### src/rtl/ex_mul_seq_if.sv
// ex_mul_seq_if: bundles the ID/EX side, the EX ALU side and the status signals
// of the multiply sequencer.
`default_nettype none

interface ex_mul_seq_if;
  // ID/EX side
  logic        start;
  logic [15:0] op_a;
  logic [15:0] op_b;
  logic [2:0]  pipe_func;
  logic [15:0] pipe_src0;
  logic [15:0] pipe_src1;
  logic        pipe_flag_en;
  // EX ALU side
  logic [15:0] alu_dst;
  logic [2:0]  alu_func;
  logic [15:0] alu_src0;
  logic [15:0] alu_src1;
  logic        flag_en;
  // status
  logic        stall;
  logic        busy;
  logic        done;
  logic [15:0] result;

  modport master (
    output start, op_a, op_b, pipe_func, pipe_src0, pipe_src1, pipe_flag_en, alu_dst,
    input  alu_func, alu_src0, alu_src1, flag_en, stall, busy, done, result
  );

  modport slave (
    input  start, op_a, op_b, pipe_func, pipe_src0, pipe_src1, pipe_flag_en, alu_dst,
    output alu_func, alu_src0, alu_src1, flag_en, stall, busy, done, result
  );
endinterface

`default_nettype wire

### src/rtl/ex_mul_seq.sv
// +----------------------------------------------------------------------------+
// | ex_mul_seq: shift-and-add 16x16 multiply (low 16 bits) on the shared EX ALU |
// | Revision: 1.0                                                              |
// +----------------------------------------------------------------------------+
`default_nettype none

module ex_mul_seq #(
  parameter logic [2:0] FUNC_ADD = 3'b000
) (
  input  logic         clk,
  input  logic         rst,
  ex_mul_seq_if.slave  bus
);

  typedef enum logic [1:0] {
    IDLE = 2'd0,
    RUN  = 2'd1,
    DONE = 2'd2
  } state_t;

  state_t      state;
  state_t      state_nxt;

  logic [15:0] acc;
  logic [15:0] mcand;
  logic [15:0] mplier;
  logic [15:0] result_q;
  logic [3:0]  cnt;

  logic        accept;
  logic        last_step;

  assign accept    = bus.start && (state != RUN);
  // Stop once no multiplier bits remain above the one consumed this cycle.
  assign last_step = (mplier[15:1] == 15'd0) || (cnt == 4'd15);

  always_ff @(posedge clk) begin
    if (rst) begin
      state <= IDLE;
    end else begin
      state <= state_nxt;
    end
  end

  always_comb begin
    state_nxt    = state;
    bus.alu_func = bus.pipe_func;
    bus.alu_src0 = bus.pipe_src0;
    bus.alu_src1 = bus.pipe_src1;
    bus.flag_en  = bus.pipe_flag_en;
    bus.stall    = 1'b0;
    bus.busy     = 1'b0;
    bus.done     = 1'b0;

    case (state)
      IDLE: begin
        if (accept) begin
          state_nxt = (bus.op_b == 16'h0000) ? DONE : RUN;
        end
      end
      RUN: begin
        bus.alu_func = FUNC_ADD;
        bus.alu_src0 = acc;
        bus.alu_src1 = mplier[0] ? mcand : 16'h0000;
        bus.flag_en  = 1'b0;
        bus.stall    = 1'b1;
        bus.busy     = 1'b1;
        if (last_step) begin
          state_nxt = DONE;
        end
      end
      DONE: begin
        bus.done = 1'b1;
        if (accept) begin
          state_nxt = (bus.op_b == 16'h0000) ? DONE : RUN;
        end else begin
          state_nxt = IDLE;
        end
      end
      default: begin
        state_nxt = IDLE;
      end
    endcase
  end

  always_ff @(posedge clk) begin
    if (rst) begin
      acc      <= 16'h0000;
      mcand    <= 16'h0000;
      mplier   <= 16'h0000;
      cnt      <= 4'd0;
      result_q <= 16'h0000;
    end else if (accept) begin
      acc    <= 16'h0000;
      mcand  <= bus.op_a;
      mplier <= bus.op_b;
      cnt    <= 4'd0;
      // A zero multiplier completes immediately, so its result lands now.
      if (bus.op_b == 16'h0000) begin
        result_q <= 16'h0000;
      end
    end else if (state == RUN) begin
      acc    <= bus.alu_dst;
      mcand  <= {mcand[14:0], 1'b0};
      mplier <= {1'b0, mplier[15:1]};
      cnt    <= cnt + 4'd1;
      if (last_step) begin
        result_q <= bus.alu_dst;
      end
    end
  end

  assign bus.result = result_q;

endmodule

`default_nettype wire

### src/flat_wrapper.sv
// flat-port wrapper written by rule: the top's interface ports become plain ports
module ex_mul_seq_flat 
#(
  parameter logic [2:0] FUNC_ADD = 3'b000
)
  (clk, rst, bus_start, bus_op_a, bus_op_b, bus_pipe_func, bus_pipe_src0, bus_pipe_src1, bus_pipe_flag_en, bus_alu_dst, bus_alu_func, bus_alu_src0, bus_alu_src1, bus_flag_en, bus_stall, bus_busy, bus_done, bus_result);
  ex_mul_seq_if bus_i ();
  input  logic clk;
  input  logic rst;
  input wire logic [$bits(bus_i.start)-1:0] bus_start;
  input wire logic [$bits(bus_i.op_a)-1:0] bus_op_a;
  input wire logic [$bits(bus_i.op_b)-1:0] bus_op_b;
  input wire logic [$bits(bus_i.pipe_func)-1:0] bus_pipe_func;
  input wire logic [$bits(bus_i.pipe_src0)-1:0] bus_pipe_src0;
  input wire logic [$bits(bus_i.pipe_src1)-1:0] bus_pipe_src1;
  input wire logic [$bits(bus_i.pipe_flag_en)-1:0] bus_pipe_flag_en;
  input wire logic [$bits(bus_i.alu_dst)-1:0] bus_alu_dst;
  output wire logic [$bits(bus_i.alu_func)-1:0] bus_alu_func;
  output wire logic [$bits(bus_i.alu_src0)-1:0] bus_alu_src0;
  output wire logic [$bits(bus_i.alu_src1)-1:0] bus_alu_src1;
  output wire logic [$bits(bus_i.flag_en)-1:0] bus_flag_en;
  output wire logic [$bits(bus_i.stall)-1:0] bus_stall;
  output wire logic [$bits(bus_i.busy)-1:0] bus_busy;
  output wire logic [$bits(bus_i.done)-1:0] bus_done;
  output wire logic [$bits(bus_i.result)-1:0] bus_result;
  assign bus_i.start = bus_start;
  assign bus_i.op_a = bus_op_a;
  assign bus_i.op_b = bus_op_b;
  assign bus_i.pipe_func = bus_pipe_func;
  assign bus_i.pipe_src0 = bus_pipe_src0;
  assign bus_i.pipe_src1 = bus_pipe_src1;
  assign bus_i.pipe_flag_en = bus_pipe_flag_en;
  assign bus_i.alu_dst = bus_alu_dst;
  assign bus_alu_func = bus_i.alu_func;
  assign bus_alu_src0 = bus_i.alu_src0;
  assign bus_alu_src1 = bus_i.alu_src1;
  assign bus_flag_en = bus_i.flag_en;
  assign bus_stall = bus_i.stall;
  assign bus_busy = bus_i.busy;
  assign bus_done = bus_i.done;
  assign bus_result = bus_i.result;
  ex_mul_seq #(.FUNC_ADD(FUNC_ADD)) u_core (.clk(clk), .rst(rst), .bus(bus_i));
endmodule
### config.mk
export PLATFORM = sky130hd
export DESIGN_NAME = ex_mul_seq_flat
export DESIGN_NICKNAME = d
export VERILOG_FILES = /design/src/rtl/ex_mul_seq_if.sv /design/src/rtl/ex_mul_seq.sv /design/src/flat_wrapper.sv
export SDC_FILE = /design/constraint.sdc
export NUM_CORES = 1
export LEC_CHECK = 0
export BUFFER_PORTS_ARGS = -buffer_cell sky130_fd_sc_hd__buf_2
export CAP_MARGIN = 20
export CORE_MARGIN = 5
export CORE_UTILIZATION = 25
export DETAILED_ROUTE_END_ITERATION = 8
export SETUP_SLACK_MARGIN = 0.15
export SLEW_MARGIN = 20
export SYNTH_ARGS = -nofsm -noshare
export SYNTH_HDL_FRONTEND = slang
export SYNTH_SLANG_ARGS = --single-unit
### constraint.sdc
create_clock -name clk -period 2.1 [get_ports clk]
set_clock_uncertainty 0.2 [all_clocks]
set_input_delay 0.42 -clock clk [delete_from_list [all_inputs] [get_ports clk]]
set_output_delay 0.42 -clock clk [all_outputs]
set_load 0.03 [all_outputs]
; Yosys cells after proc, flatten, opt, wreduce, memory -nomap -nowiden
; Cells that the tools add are included.
[op_classes]
n_addsub = 1
n_mux = 20
reduce_logical = 10
n_eq_ne = 7
[ops]
columns = operator, n
row1 = 2-to-1 mux 16 bit, 11
row2 = zero test 16 bit, 1
row3 = zero test 15 bit, 1
row4 = 2-to-1 mux 2 bit, 4
row5 = "!= test 2 x 1 -> 1 bit, second input constant", 3
row6 = case mux 2 bit (3 select lines), 1
row7 = "adder 4 x 1 -> 4 bit, second input constant", 1
row8 = "equality test 4 bit, second input constant", 1
row9 = nonzero test 2 bit, 2
row10 = 2-to-1 mux 1 bit, 3
row11 = 2-to-1 mux 3 bit, 1
row12 = AND reduction 3 bit, 1
row13 = "equality test 2 x 1 -> 1 bit, second input constant", 1
row14 = "equality test 2 bit, second input constant", 1
row15 = zero test 2 bit, 1
row16 = "!= test 2 bit, second input constant", 1
row17 = AND reduction 2 bit, 1
row18 = OR reduction 2 bit, 1
row19 = logical AND 1 bit, 1
row20 = logical OR 1 bit, 1
[word_totals]
wordCells = 44
reg_bits = 70
output_inout_bits = 55

; Logic depth before layout (Yosys ltp)
[depth]
depth_word = 5
depth_mapped = 7

; Least setup slack after synthesis
; No wires, ideal clock.
[synth_timing]
path_type = reg-to-output
start = register u_core.state[1]
end = output bus_alu_src0[10]
required_time_ns = 1.480
path_slack_ns = 0.032
n_path_buf = 3
arrival_time_ns = 1.448
path_stages_with_launch = 8
cell_sequence = dfxtp_1 -> nand2b_1 -> buf_2 -> inv_2 -> buf_2 -> buf_2 -> nand2_1 -> nand2_1
[synth_via]
elab_chain_cells = 2
[synth_rtl]
columns = item, line
row1 = from (decl), ex_mul_seq.sv:21  ; state_t state;
row2 = from (signal assigned), ex_mul_seq.sv:41  ; state <= state_nxt;
row3 = equality test 2 x 1 -> 1 bit, ex_mul_seq.sv:55  ; case (state)
row4 = 2-to-1 mux 16 bit, ex_mul_seq.sv:55
row5 = to (decl), flat_wrapper.sv:19  ; output wire logic [$bits(bus_i.alu_src0)-1:0] bus_alu_src0;
; No other way between the ends.

; Worst setup path in the final report
[layout_timing]
start = register u_core.state[1]
end = output bus_alu_func[0]
[layout_via]
elab_chain_cells = 2
[layout_rtl]
columns = item, line
row1 = equality test 2 x 1 -> 1 bit, ex_mul_seq.sv:55
row2 = 2-to-1 mux 3 bit, ex_mul_seq.sv:55
row3 = to (decl), flat_wrapper.sv:18  ; output wire logic [$bits(bus_i.alu_func)-1:0] bus_alu_func;
; No other way between the ends.

==> results.md <==
- Setup slack, reg-to-reg: 200 ps
- Syn_area_per_cell: 7.839 um^2
- Comb power frac: 0.290
- Most common cell in the netlist: nand2_1
- Layout cells sized above 1: 0.4130
- Hold Path End: u_core.acc[3]
- RSZ-0062 raised after global routing: yes
- First-pass GRT wire length: just under 20 mm
- Pin count of the biggest net entering global routing: 35
- Clock share of power: 0.371
- Synth unique cells: 34
- Antenna Cells: 0
- Worst-margin pin slew: 427.9 ps
- Fillers: 1425
- RR Endpoint: u_core.acc[8]
- CTS buffer count: 9
- Root Buffer: clkbuf_16
- DP HPWL: 7.996 mm
- Net Sw Frac: 0.3145
- DRT iter0 DRCs: 170
- Worst min-delay path category: in2reg
- Sum Neg Setup Slack: 0 ps
- Reg2reg start: u_core.state[1]
- Commonest cells in the synthesized netlist: nand2_1, dfxtp_1, nor2_1
- Maxcap violations: 0
- WS Path Type: reg2out
- Synth area leader: dfxtp_1
- Die width: 129.2 um
- Flop pwr share: 0.340
- M1 WL: 5.631 mm
- Power Density: 804.3 nW/um^2
- IO Port Bufs: about 140
- Yosys warns: 0
- Status: complete, no violations
- Max frequency: 486.3 MHz
- DRT antenna net count: 0
- Initial core utilization: 0.2558
- Critical Path RT: 1480 ps
- Placer Congestion: 0.7169
- Rows: 43
- Final hold viol count: 0
- Switching power: 1.410 mW
- CP Capture Type: output pin
- Drt total wl: roughly 13 mm
- Synth top area share: 0.3946
- Asr flop ratio synth: 0
- Internal power: 3.075 mW
- Bufs on Longest Clock Path: 2
- Top-Level Pins: 142
- Critical Path, Cell by Cell: nand2b_4 -> buf_12 -> clkbuf_16 -> and2_4 -> buf_6
- First-pass DRT Iterations: 4
- Max VDD drop: approximately 0.36 mV
- Total grt overflow: 0
- Worst hold start: bus_alu_dst[3]
- Final Non-Filler Cells: 778
- Cell count of the worst reg-to-reg path: 7
- Clk sink count: 70
- Worst setup SP type: flop
- Dpl cells: 743
- Clk slew on worst S/H paths: 60 ps
- Hold_buf cts: 0
- CTS tree: done
- Slew Viols, Final: 0
- Skew-Pair Late Insertion Delay: 340 ps
- Vias in the first global route: 3793
- Die area: 16690 um^2
- CP Data Arrival Time: 1440 ps
- WL/cell: 16.56 um
- Syn Std Cell Area: 3551 um^2
- Remaining DRCs: 0
- Number of antenna violations at the first check in global routing: 0
- Min Tclk post-route: 2056 ps
- Met3 routed WL: 816 um
- CP max stage delay: 320 ps
- Post-synthesis sequential area ratio: 0.3946
- Slew headroom: 0.7148
- CP max-delay cell: dfxtp_2
- Synth Flop Type: dfxtp_1
- Final worst-path cycle share: 0.9793
- Vias: 3817
- Layout Nets: 681
- Top Metal Used: met4
- Core Region: 13880 um^2
- Synth area leaders: dfxtp_1, nand2_1, mux2i_1, a211oi_1, nand3_1
- Area growth syn-to-layout: 57.05%
- Hold Path Depth: 3
- Syn Nets: 541
- CTS H-tree lvls: 3
- Max FO, Critical Path: 8
- EDFF count, synth: 0
- Via density: 4.906
- Post-Syn Instances: between 400 and 500
- Met2 wire length: 6.185 mm
- Finish-stage setup viols: 0
- Die Ht: 129.2 um
- Flop and latch count out of synthesis: 70
- Total GRT Usage: 0.1442
- Leakage: approximately 2.5 nW
==> power by group through the flow <==
stage                     sequential (mW)  clock, mW  combinational [mW]
final                                1.52       1.66                1.30
after global routing                 1.54       1.75                1.39
after CTS                            1.52       1.69                1.22
after detailed placement             1.55          0               0.960
after global placement               1.54          0               0.943
after floorplan                      1.58          0               0.605
==> worst max-delay path by stage <==
stage | from | endpoint | slack (ps) | cells past startpoint
CTS | u_core.state[1] | bus_alu_src0[0] | 60 | 6
global route | u_core.state[1] | bus_alu_src1[10] | 10 | 6
finish | u_core.state[1] | bus_alu_func[0] | 40 | 5
global placement | bus_op_b[6] | u_core.state[1] | 190 | 5
floorplan | u_core.state[1] | bus_alu_src0[10] | 120 | 7
detailed placement | bus_op_b[6] | u_core.bus.result[9] | 150 | 6
==> flip-flops by register name, summed over array words and instances (netlist names) <==
register,flops
u_core.acc,16
u_core.bus.result,16
u_core.mcand,16
u_core.mplier,16
u_core.cnt,4
u_core.state,2
==> cell type report <==
| type | count | area [um^2] | share of cell area |
|---|---|---|---|
| clock buffer | 9 | 225.2 | 0.04039 |
| clock inverter | 7 | 95.09 | 0.01705 |
| inverter | 3 | 16.27 | 0.002917 |
| multi-input combinational | 337 | 2117 | 0.3796 |
| sequential | 70 | 1404 | 0.2517 |
| tap | 180 | 225.2 | 0.04039 |
| timing repair buffer | 172 | 1494 | 0.2679 |
==> routing by layer <==
layer,vias to the layer above,track usage
met5,-,0
met4,0,0.05127
met3,15,0.03215
met2,113,0.2421
met1,1815,0.1819
li1,1874,-
==> cell families after synthesis <==
kind of cell / share of synthesized area
XOR/XNOR: 0.007401
AND/OR/NAND/NOR: 0.2512
AO/OA/AOI/OAI: 0.1938
flip-flops: 0.3946
multiplexers: 0.09021
buffers and inverters: 0.05919
adder cells (fa/ha/maj): 0.003523
==> worst max-delay path, delay by kind of cell (launching register included) <==
kind	cells	cell delay [ps]
AND/OR/NAND/NOR	2	330
flip-flops	1	320
buffers and inverters	3	450
==> per-stage QoR <==
stage          cell area (um^2)    util  hold slack (ps)  setup WS (ps)  power [mW]
6_report                   5577  0.4017            167.6          43.55       4.485
5_1_grt                    5577  0.4017            201.5          14.87       4.680
4_1_cts                    5358  0.3860            162.3          56.18       4.427
3_5_place_dp               4503  0.3244            247.7          150.2       2.508
3_3_place_gp               4503  0.3244            244.7          185.4       2.487
2_1_floorplan              3601       -            236.6          119.0       2.181
==> cells in the final DEF, fill, tap and decap left out, drive strengths merged, types with 2 or more instances in the layout <==
cell    Yosys  routed
a211oi     31      31
a21o       16      16
a21oi      17      17
a31oi      16      16
and2        4       4
buf        21     164
bufbuf      0       4
bufinv      0       2
clkbuf     22      13
clkinv      1       3
dfxtp      70      70
inv         2       4
mux2i      32      32
nand2     115     115
nand3      32      32
nand4       3       3
nor2       34      34
nor2b       2       2
nor3        3       3
nor4        7       7
o211ai     16      16
xor2        2       2
==> what timing repair did <==
| item | in CTS | in global routing |
|---|---|---|
| buffers inserted | 8 | 2 |
| gates resized for setup | 89 | 30 |
| gates cloned | 5 | 4 |
| setup endpoints to repair | 38 | 40 |
| pin swaps | 0 | 25 |
Note: power is estimated with default switching activity, not from simulation.
